<file path="src/rtl/trace_pkg.sv">
// Shared types and helpers for the writeback commit-trace capture path.
package trace_pkg;

    localparam int TRACE_WD_W    = 5;
    localparam int TRACE_DATA_W  = 32;
    localparam int TRACE_CYCLE_W = 32;

    typedef struct packed {
        logic [TRACE_WD_W-1:0]    wd;
        logic [TRACE_DATA_W-1:0]  wdata;
        logic [TRACE_CYCLE_W-1:0] cycle;
    } trace_entry_t;

    // $0 is hard-wired to zero, so writes to it carry no architectural state.
    function automatic logic is_trace_capture(input logic wreg, input logic [TRACE_WD_W-1:0] wd);
        return wreg && (wd != '0);
    endfunction

endpackage

</file>
<file path="src/rtl/trace_fifo.sv">
// Generic show-ahead synchronous FIFO; dout always presents the entry at the read pointer.
module trace_fifo
    import trace_pkg::*;
#(
    parameter int  DEPTH   = 16,
    parameter type entry_t = trace_entry_t
) (
    input  logic                     clk,
    input  logic                     rst,
    input  logic                     clear,
    input  logic                     push,
    input  entry_t                   din,
    input  logic                     pop,
    output entry_t                   dout,
    output logic                     full,
    output logic                     empty,
    output logic [$clog2(DEPTH):0]   count
);

    localparam int AW = $clog2(DEPTH);
    localparam int CW = AW + 1;

    entry_t          mem [DEPTH];
    logic [AW-1:0]   rd_ptr;
    logic [AW-1:0]   wr_ptr;
    logic [CW-1:0]   cnt;
    logic            do_push;
    logic            do_pop;

    assign empty   = (cnt == '0);
    assign full    = (cnt == CW'(DEPTH));
    assign do_pop  = pop && !empty;
    // A pop frees a slot on the same edge, so a full FIFO can still accept.
    assign do_push = push && (!full || do_pop);
    assign dout    = mem[rd_ptr];
    assign count   = cnt;

    always_ff @(posedge clk or posedge rst) begin
        if (rst) begin
            rd_ptr <= '0;
            wr_ptr <= '0;
            cnt    <= '0;
        end else if (clear) begin
            rd_ptr <= '0;
            wr_ptr <= '0;
            cnt    <= '0;
        end else begin
            if (do_push) wr_ptr <= wr_ptr + AW'(1);
            if (do_pop)  rd_ptr <= rd_ptr + AW'(1);
            if (do_push && !do_pop)      cnt <= cnt + CW'(1);
            else if (!do_push && do_pop) cnt <= cnt - CW'(1);
        end
    end

    always_ff @(posedge clk) begin
        if (do_push && !clear) mem[wr_ptr] <= din;
    end

endmodule

</file>
<file path="src/rtl/wb_trace_buffer.sv">
// Commit-trace capture behind the writeback stage: stamps register writes, queues them, counts drops.
module wb_trace_buffer
    import trace_pkg::*;
#(
    parameter int DEPTH   = 16,
    parameter int CYCLE_W = 32,
    parameter int DROP_W  = 16
) (
    input  logic                      clk,
    input  logic                      rst,
    input  logic                      wb_wreg_i,
    input  logic [TRACE_WD_W-1:0]     wb_wd_i,
    input  logic [TRACE_DATA_W-1:0]   wb_wdata_i,
    input  logic                      clear_i,
    output logic                      trace_valid_o,
    input  logic                      trace_ready_i,
    output logic [TRACE_WD_W-1:0]     trace_wd_o,
    output logic [TRACE_DATA_W-1:0]   trace_wdata_o,
    output logic [CYCLE_W-1:0]        trace_cycle_o,
    output logic [$clog2(DEPTH):0]    count_o,
    output logic                      overflow_o,
    output logic [DROP_W-1:0]         drop_cnt_o
);

    typedef struct packed {
        logic [TRACE_WD_W-1:0]   wd;
        logic [TRACE_DATA_W-1:0] wdata;
        logic [CYCLE_W-1:0]      cycle;
    } entry_t;

    logic [CYCLE_W-1:0] cycle_q;
    logic               cap;
    logic               pop;
    logic               full;
    logic               empty;
    entry_t             din;
    entry_t             head;

    assign cap = is_trace_capture(wb_wreg_i, wb_wd_i);
    assign pop = trace_valid_o && trace_ready_i;
    assign din = '{wd: wb_wd_i, wdata: wb_wdata_i, cycle: cycle_q};

    trace_fifo #(
        .DEPTH   (DEPTH),
        .entry_t (entry_t)
    ) u_fifo (
        .clk   (clk),
        .rst   (rst),
        .clear (clear_i),
        .push  (cap),
        .din   (din),
        .pop   (pop),
        .dout  (head),
        .full  (full),
        .empty (empty),
        .count (count_o)
    );

    // Head fields are masked while empty so stale RAM never leaks out (and reads 0 in reset).
    assign trace_valid_o = !empty;
    assign trace_wd_o    = trace_valid_o ? head.wd    : '0;
    assign trace_wdata_o = trace_valid_o ? head.wdata : '0;
    assign trace_cycle_o = trace_valid_o ? head.cycle : '0;

    always_ff @(posedge clk or posedge rst) begin
        if (rst) cycle_q <= '0;
        else     cycle_q <= cycle_q + CYCLE_W'(1);
    end

    always_ff @(posedge clk or posedge rst) begin
        if (rst) begin
            overflow_o <= 1'b0;
            drop_cnt_o <= '0;
        end else if (clear_i) begin
            overflow_o <= 1'b0;
            drop_cnt_o <= '0;
        end else if (cap && full && !pop) begin
            overflow_o <= 1'b1;
            if (drop_cnt_o != '1) drop_cnt_o <= drop_cnt_o + DROP_W'(1);
        end
    end

endmodule

</file>
<file path="config.mk">
export PLATFORM = sky130hd
export DESIGN_NAME = wb_trace_buffer
export DESIGN_NICKNAME = d
export VERILOG_FILES = /design/src/rtl/trace_pkg.sv /design/src/rtl/trace_fifo.sv /design/src/rtl/wb_trace_buffer.sv
export SDC_FILE = /design/constraint.sdc
export NUM_CORES = 1
export LEC_CHECK = 0
export ABC_AREA = 1
export CAP_MARGIN = 20
export CORE_ASPECT_RATIO = 1.4
export CORE_MARGIN = 4
export CORE_UTILIZATION = 41
export DETAILED_ROUTE_END_ITERATION = 16
export PLACE_DENSITY = 0.56
export SETUP_SLACK_MARGIN = 0.4
export SLEW_MARGIN = 25
export SYNTH_ARGS = -nofsm -noshare
export SYNTH_HDL_FRONTEND = slang
export SYNTH_SLANG_ARGS = --single-unit
</file>
<file path="constraint.sdc">
create_clock -name clk -period 6.9 [get_ports clk]
set_input_delay 1.035 -clock clk [delete_from_list [all_inputs] [get_ports clk]]
set_output_delay 1.035 -clock clk [all_outputs]
set_load 0.005 [all_outputs]
</file>
Word-level counts from Yosys, hierarchy flattened. Memory sizes are Yosys's and may differ from the RTL's. Index checks and enable logic that the tools add are counted.

Bits in latches: 0. Memory bits (writable): 1104. Bits of input ports: 42. Flip-flop bits (word level): 62. Memories: 1. Output and inout port bits: 92. ROM bits: 0. Logic and storage cells: 56.

Bitwise logic cells: 0. $mul: 0. Divide/modulo/power cells: 0. Magnitude comparators: 0. Reduce and logical (&&, ||, !) cells: 24. Shifts and indexed selects: 0. Equal/unequal tests: 2. Add/sub/neg operators: 6. Multiplexer cells: 17.

Memory list: u_fifo.mem (words 16, bits a word 69, rd ports 1, clocked after Yosys merged registers in 0, wr ports 1, RTL line trace_fifo.sv:23) `entry_t mem [DEPTH];`.

Operators with widths (number): two-way mux 32 bit (2); two-way mux 16 bit (3); adder 32 x 1 -> 32 bit (second input constant) (1); two-way mux 5 bit (4); adder 16 x 1 -> 16 bit (second input constant) (1); two-way mux 4 bit (4); != test 16 bit (second input constant) (1); logical AND 1 bit (9); adder 4 x 1 -> 4 bit (second input constant) (2); nonzero test 2 bit (4); logical NOT 1 bit (6); adder 5 x 1 -> 5 bit (second input constant) (1); equality test 5 bit (second input constant) (1); logical NOT 5 bit (1); nonzero test 5 bit (1); subtractor 5 x 1 -> 5 bit (second input constant) (1); two-way mux 1 bit (4); nonzero test 3 bit (1); AND reduction 2 bit (1); logical OR 1 bit (1).

Longest topological paths before layout. Gate-level depths: netlist of run 1.

Depth in word-level cells: 11. Gate-level depth with buffers: 13.

Hierarchy. A second synthesis of run 1 with hierarchy kept.

Cell total of the unflattened synthesis: 3848. Area total of the unflattened synthesis: 47723.3 sq um.

Modules (own cells, without submodules): trace_fifo (cells each 3331, area an instance 44392.6 sq um, times used 1); wb_trace_buffer (cells each 517, area an instance 3330.7 sq um, times used 1).

Worst setup path before layout of run 1. OpenSTA, ideal clock, no wires.

Path kind: input -> register. From: in clear_i. To: mem u_fifo.mem[11][0] (netlist name), enable pin. Stages: 5. Data required time: 6.403 ns. Setup slack: 1.718 ns. Arrival time: 4.685 ns. Cells stage by stage: buf_2 -> clkinv_1 -> clkbuf_1 -> nand3_1 -> nor2_1.

Cells in the longest elaborated chain, start to end: 4.

Ends and longest elaborated chain: start, declared (RTL line wb_trace_buffer.sv:14) `input logic clear_i,`; logical NOT 1 bit (RTL line trace_fifo.sv:56) `if (do_push && !clear) mem[wr_ptr] <= din;`; logical AND 1 bit (RTL line trace_fifo.sv:56); two-way mux 1 bit (RTL line trace_fifo.sv:56); two-way mux 1 bit (not written as such) (RTL line trace_fifo.sv:56); end, declared (RTL line trace_fifo.sv:23).

Every way passes these cells.

Worst setup path in the final report of run 1.
From: reg u_fifo.rd_ptr[1]. To: out trace_cycle_o[26].

Cells in the longest elaborated chain, start to end: 2.

Ends and longest elaborated chain: start, declared (RTL line trace_fifo.sv:24) `logic [AW-1:0] rd_ptr;`; start signal, assigned (RTL line trace_fifo.sv:49) `if (do_pop) rd_ptr <= rd_ptr + AW'(1);`; memory (16 x 69 bit); two-way mux 32 bit (RTL line wb_trace_buffer.sv:63) `assign trace_cycle_o = trace_valid_o ? head.cycle : '0;`; end, declared (RTL line wb_trace_buffer.sv:19) `output logic [CYCLE_W-1:0] trace_cycle_o,`.

Every way passes these cells.

==> flow_summary.yaml, run 1 <==
run_status:
  status: "completed"
grt:
  grt_pass1_vias: 28474
  grt_usage_pct: 19.72
  grt_antenna_before_repair: 1
  grt_max_degree: 219
  grt_pass1_wl_mm: 181.0
  overflow: 0
power:
  p_sw_share_pct: 30.58
  power_leakage_nw: 17.83
  peakVddDrop_mv: 0.2672
  comb_power_share_pct: 24.5
  p_switching_mw: 5.690
  seq_power_share_pct: 42.4
  pwr-share-clk_pct: 33.1
  internal_power_mw: 12.92
  power_density_nw_per_um2: 349.3
floorplanning:
  die_height_um: 407.3
  num_io_pins: 134
  dieArea_um2: 119400
  start_util_pct: 41.29
  core_area_um2: 113100
  die_w_um: 293.2
  num_rows: 146
worst_setup_path:
  r2r_setup_slack_ns: 3.72
  reg2reg_from: "u_fifo.count[0]"
  cp_max_fo: 65
  rr_worst_depth: 7
  path_cells: "buf_4 > buf_4 > o21ai_0 > o211ai_1 > nand3_1 > a21oi_1 > clkdlybuf4s50_1"
  cp_slowest_cell: "dfrtp_4"
  max_stage_delay_ns: 0.71
  startpoint_type: "register"
  critPathMostFrequentCell: "buf_4"
  crit_path_end_kind: "output port"
  worstPathArrival_ns: 4.46
  path_class: "reg -> out"
  crit_required_ns: 5.86
  regToRegEndpoint: "u_fifo.mem[10][57]"
routing:
  drc: 0
  routed_wirelength_mm: 120.0
  dr_total_vias: 29027
  dr.first_iter.drc_count: 2163
  wl_per_cell_um: 22.77
  viasPerCell: 5.509
  ant_nets: 0
  dr.pass1.iters: 7
logic_synthesis:
  synth_warnings: 0
  synth.most_common_cell: "edfxtp_1"
  syn_inst: 3631
  synth_area_per_cell_um2: 12.86
  syn_nets: 3685
  synth_top_area_share_pct: 71.00
  synth_top_area_cell: "edfxtp_1"
  synthArstFlopShare_pct: 5.317
  synthFlopType: "edfxtp_1"
  synthTopCellsByArea: "edfxtp_1, nor2_1, o211ai_1, o21ai_0, dfrtp_1"
  ys_seq_area_share_pct: 74.33
  yosysUniqueCellTypes: 39
  ys_top_cells_by_count: "edfxtp_1, nor2_1, o21ai_0"
  ys_seq_elements: 1166
  synth-edff-count: 1104
  syn_area_um2: 46690
sta:
  finalHoldViolCount: 0
  slew_headroom_pct: 23.33
  fin_ws_ns: 1.407
  period_share_pct: 79.61
  rsz0062_at_grt: "no"
  worst_pin_slew_ns: 1.150
  setup_viol: 0
  timing.setup.tns_ns: 0
  layout_min_cycle_time_ns: 5.493
  clock_skew_ns: 0.02956
  slew_violations: 0
  clock.fmax_ghz: 0.1820
hold_path:
  holdCritStartpoint: "u_fifo.wr_ptr[3]"
  hold_class: "reg -> reg"
  whs_path_depth: 1
  holdPathEnd: "u_fifo.wr_ptr[3]"
clock_tree:
  postCtsSetupRepairBufs: 0
  numCtsBuffers: 112
  cts_resized: 0
  clock_latency_ns: 0.73
  h-tree-depth: 3
  clockBufferDepth: 3
  cts_num_sinks: 1166
  cts_tree: "yes"
  clk_pin_slew_ns: 0.07
  postCtsHoldBufs: 0
  cts_root_buffer: "clkbuf_16"
final_layout:
  drive_gt1_share_pct: 6.653
  fillers: 9905
  area_growth_pct: 14.09
  final_nets: 3747
placement:
  pre_cts_slack_ns: 2.090
  dp_hpwl_mm: 59.46
  finalWeightedCongestion: 0.7663
  port_buffers: 133
flow_run:
  maxCapViolations: 0
stage by stage:
step                      hold slack [ns]  total power, mW  instances  area [um^2]  utilization (%)
after floorplan                    0.4770            10.71       3631        46690                -
after detailed placement           0.5210            12.67       5058        49560            43.83
after global routing               0.5775            19.52       5268        53260            47.11
final                              0.5396            18.61       5269        53270            47.11
after CTS                          0.5319            18.83       5267        53240            47.08
after global placement             0.5119            12.66       5056        49500            43.78
state kept, by name, summed over array words and instances, names as in the netlist:
register / flops
u_fifo.mem: 1104
u_fifo.wr_ptr: 4
u_fifo.rd_ptr: 4
u_fifo.count: 5
overflow_o: 1
cycle_q: 32
drop_cnt_o: 16
power groups by stage:
stage	clock [mW]	combinational (mW)	sequential [mW]
floorplan	0	2.74	7.98
global placement	0	4.62	8.04
detailed placement	0	4.62	8.04
CTS	6.28	4.65	7.89
global route	6.56	5.06	7.90
finish	6.16	4.56	7.89
layout by cell type (no fill, tap or decap), types with 14 or more instances in the layout:
| cell type | synthesis | layout |
|---|---|---|
| clkinv_1 | 2 | 26 |
| nor3_1 | 19 | 19 |
| o211ai_1 | 270 | 270 |
| o21ai_1 | 265 | 265 |
| nor2_4 | 1 | 17 |
| dfrtp_1 | 62 | 58 |
| nand2_1 | 93 | 93 |
| inv_1 | 38 | 37 |
| nand3_1 | 113 | 113 |
| clkbuf_16 | 0 | 117 |
| a21oi_1 | 74 | 74 |
| clkinv_2 | 0 | 23 |
| xor2_1 | 28 | 28 |
| nor2_1 | 885 | 869 |
| buf_4 | 32 | 40 |
| clkbuf_1 | 142 | 23 |
| edfxtp_1 | 1104 | 1104 |
| xnor2_1 | 14 | 14 |
| o21ai_0 | 369 | 369 |
| clkdlybuf4s50_1 | 0 | 133 |
cell families (layout without fill, tap and decap cells):
group / after synthesis / after routing / synth area share [%]
xor gates and xnor gates: 42 / 42 / 0.7879
AOI/OAI and AO/OA: 990 / 990 / 12.16
buffers and inverters: 285 / 442 / 2.688
DFF: 1166 / 1166 / 74.33
and+or+nand+nor: 1136 / 1136 / 9.704
adders and majority gates: 12 / 12 / 0.3377
other: 0 / 1 / 0
cell type report:
cell class	count	area (um^2)	area share, %
Tap cell	1480	1852	3.476
Antenna cell	1	2.502	0.004698
Timing Repair Buffer	189	1974	3.707
Inverter	44	188.9	0.3547
Sequential cell	1166	34720	65.18
Clock inverter	66	624.3	1.172
Multi-Input combinational cell	2180	10850	20.37
Clock buffer	143	3055	5.736
worst max-delay path, delay by kind of cell, from the launching register on:
| kind | cells | cell delay (ns) |
|---|---|---|
| compound gates | 3 | 1.10 |
| flops | 1 | 0.71 |
| buf+inv | 3 | 1.78 |
| simple gates | 1 | 0.11 |
how the worst max path moves through the flow:
| stage | startpoint | endpoint | slack, ns | cells past startpoint |
|---|---|---|---|---|
| 2_1_floorplan | clear_i | u_fifo.mem[11][0] | 1.72 | 5 |
| 3_3_place_gp | u_fifo.rd_ptr[0] | trace_cycle_o[24] | 2.06 | 7 |
| 3_5_place_dp | u_fifo.rd_ptr[0] | trace_cycle_o[24] | 2.09 | 7 |
| 4_1_cts | u_fifo.rd_ptr[0] | trace_cycle_o[24] | 1.28 | 7 |
| 5_1_grt | u_fifo.rd_ptr[1] | trace_cycle_o[26] | 1.18 | 7 |
| 6_report | u_fifo.rd_ptr[1] | trace_cycle_o[26] | 1.41 | 7 |
per-layer routing:
layer  track usage [%]  up-vias  part of all wire (%)
met5                 0        -                 0.011
met4             5.334        2                   2.1
met3             2.825      168                   5.0
met2             34.03      762                    51
met1             26.20    14630                    42
li1                  -    13465                     -
Power figures use the tool's default switching activity.
==> inputs of run 2 (changes only) <==
Clock period 6.9 ns to 5.6 ns, I/O delays scaled along.
==> run 2 against run 1 <==
Net effect:
- count of clock-buffer cells in the layout rose by 5
- core utilization fell by 0.063 points
- die area did not move
- critical path type unchanged
- largest power group unchanged
==> flow_summary.yaml, run 2 (synthesized netlist as in run 1, its figures left out) <==
routing:
  routed_wirelength_mm: 120.3
  dr.first_iter.drc_count: 2710
  drc: 0
  ant_nets: 0
  dr.pass1.iters: 7
  viasPerCell: 5.504
  dr_total_vias: 29006
  wl_per_cell_um: 22.83
worst_setup_path:
  startpoint_type: "register"
  rr_worst_depth: 7
  regToRegEndpoint: "u_fifo.mem[10][55]"
  max_stage_delay_ns: 0.69
  path_class: "reg -> out"
  r2r_setup_slack_ns: 2.46
  path_cells: "inv_8 > buf_12 > buf_4 > nor2_1 > o211ai_1 > nand3_1 > a21oi_1 > clkdlybuf4s50_1"
  crit_required_ns: 4.76
  cp_num_buf_inv: 4
  cp_top_family: "buffers and inverters"
  reg2reg_from: "u_fifo.count[0]"
  cp_slowest_cell: "dfrtp_4"
  cp_max_fo: 95
  cp.depth: 8
  crit_path_end_kind: "output port"
  worstPathArrival_ns: 4.02
sta:
  period_share_pct: 86.72
  slew_headroom_pct: 30.39
  fin_ws_ns: 0.7435
  setup_viol: 0
  layout_min_cycle_time_ns: 4.856
  slew_violations: 0
  clock_skew_ns: 0.02425
  finalHoldViolCount: 0
  clock.fmax_ghz: 0.2059
  worst_pin_slew_ns: 1.044
  timing.setup.tns_ns: 0
  rsz0062_at_grt: "no"
  hold_slack_ns: 0.5236
final_layout:
  drive_gt1_share_pct: 6.517
  instances_no_fill: 5270
  final_common_cell: "edfxtp_1"
  fillers: 9821
  area_growth_pct: 13.94
  seq_area_um2: 34720
  top_register: "u_fifo.mem"
  postLayoutCoreUtil_pct: 47.04
  largestRegisters: "u_fifo.mem: 1104 flops, cycle_q: 32 flops, drop_cnt_o: 16 flops"
  largest_reg_flops: 1104
  stdcell_area_um2: 53200
  layout_common_cells: "edfxtp_1, nor2_1, o21ai_0"
  multiInputGateArea_um2: 10850
  final_nets: 3756
  diodes: 0
flow_run:
  maxCapViolations: 0
floorplanning:
  start_util_pct: 41.29
  die_w_um: 293.2
  die_height_um: 407.3
  num_io_pins: 134
  num_rows: 146
  core_area_um2: 113100
  dieArea_um2: 119400
clock_tree:
  cts_root_buffer: "clkbuf_16"
  clockBufferDepth: 3
  cts_num_sinks: 1166
  postCtsHoldBufs: 0
  numCtsBuffers: 109
  postCtsSetupRepairBufs: 0
  cts_resized: 0
  clock_latency_ns: 0.70
  clk_pin_slew_ns: 0.06
  h-tree-depth: 3
  cts_tree: "yes"
grt:
  overflow: 0
  grt_usage_pct: 19.82
  grt_pass1_vias: 28700
  grt_antenna_before_repair: 2
  grt_max_degree: 181
  grt_pass1_wl_mm: 180.8
power:
  report.power.total_mw: 22.61
  peakVddDrop_mv: 0.4092
  power_density_nw_per_um2: 424.9
  power_leakage_nw: 17.78
placement:
  finalWeightedCongestion: 0.7779
  place_area_um2: 49770
  pre_cts_slack_ns: 0.9376
  port_buffers: 133
  dp_hpwl_mm: 58.73
  dp.cells: 5071
hold_path:
  whs_path_depth: 1
  holdPathEnd: "u_fifo.wr_ptr[3]"
  holdCritStartpoint: "u_fifo.wr_ptr[3]"
  hold_class: "reg -> reg"
run_status:
  status: "completed"
-- run 2: cell count changes in the layout (fill, tap and decap cells not counted), sizes merged --
cell and delta:
inv -2, clkbuf +5, bufinv -4, diode -1, buf +12, clkinv -9
-- run 2: cell type report --
| class | instances | area share (%) |
|---|---|---|
| Sequential cell | 1166 | 65.26 |
| Multi-Input combinational cell | 2180 | 20.40 |
| Clock buffer | 148 | 5.676 |
| Timing Repair Buffer | 201 | 4.050 |
| Tap cell | 1480 | 3.481 |
| Clock inverter | 51 | 0.7691 |
| Inverter | 44 | 0.3599 |
-- run 2: per-layer routing --
layer | part of all wire (%) | global-route usage (%) | vias to the layer above
met4 | 2.1 | 5.292 | 4
met1 | 43 | 26.56 | 14639
met3 | 4.7 | 2.640 | 157
li1 | - | - | 13454
met2 | 50 | 34.12 | 752
met5 | 0.022 | 0 | -
-- run 2: report_power, final --
part           internal [mW]  leakage, nW  switching (mW)
Clock                   4.04         1.68            3.15
Sequential              9.60         11.6           0.107
Combinational           2.04         4.52            3.68
-- run 2: worst max path at each step --
stage                           startpoint                  to
after floorplan                    clear_i   u_fifo.mem[11][0]
after global placement          wb_wd_i[3]   u_fifo.mem[10][3]
after detailed placement        wb_wd_i[3]  u_fifo.mem[10][11]
after CTS                 u_fifo.rd_ptr[0]   trace_wdata_o[26]
after global routing      u_fifo.rd_ptr[0]   trace_wdata_o[26]
final                     u_fifo.rd_ptr[0]   trace_wdata_o[26]
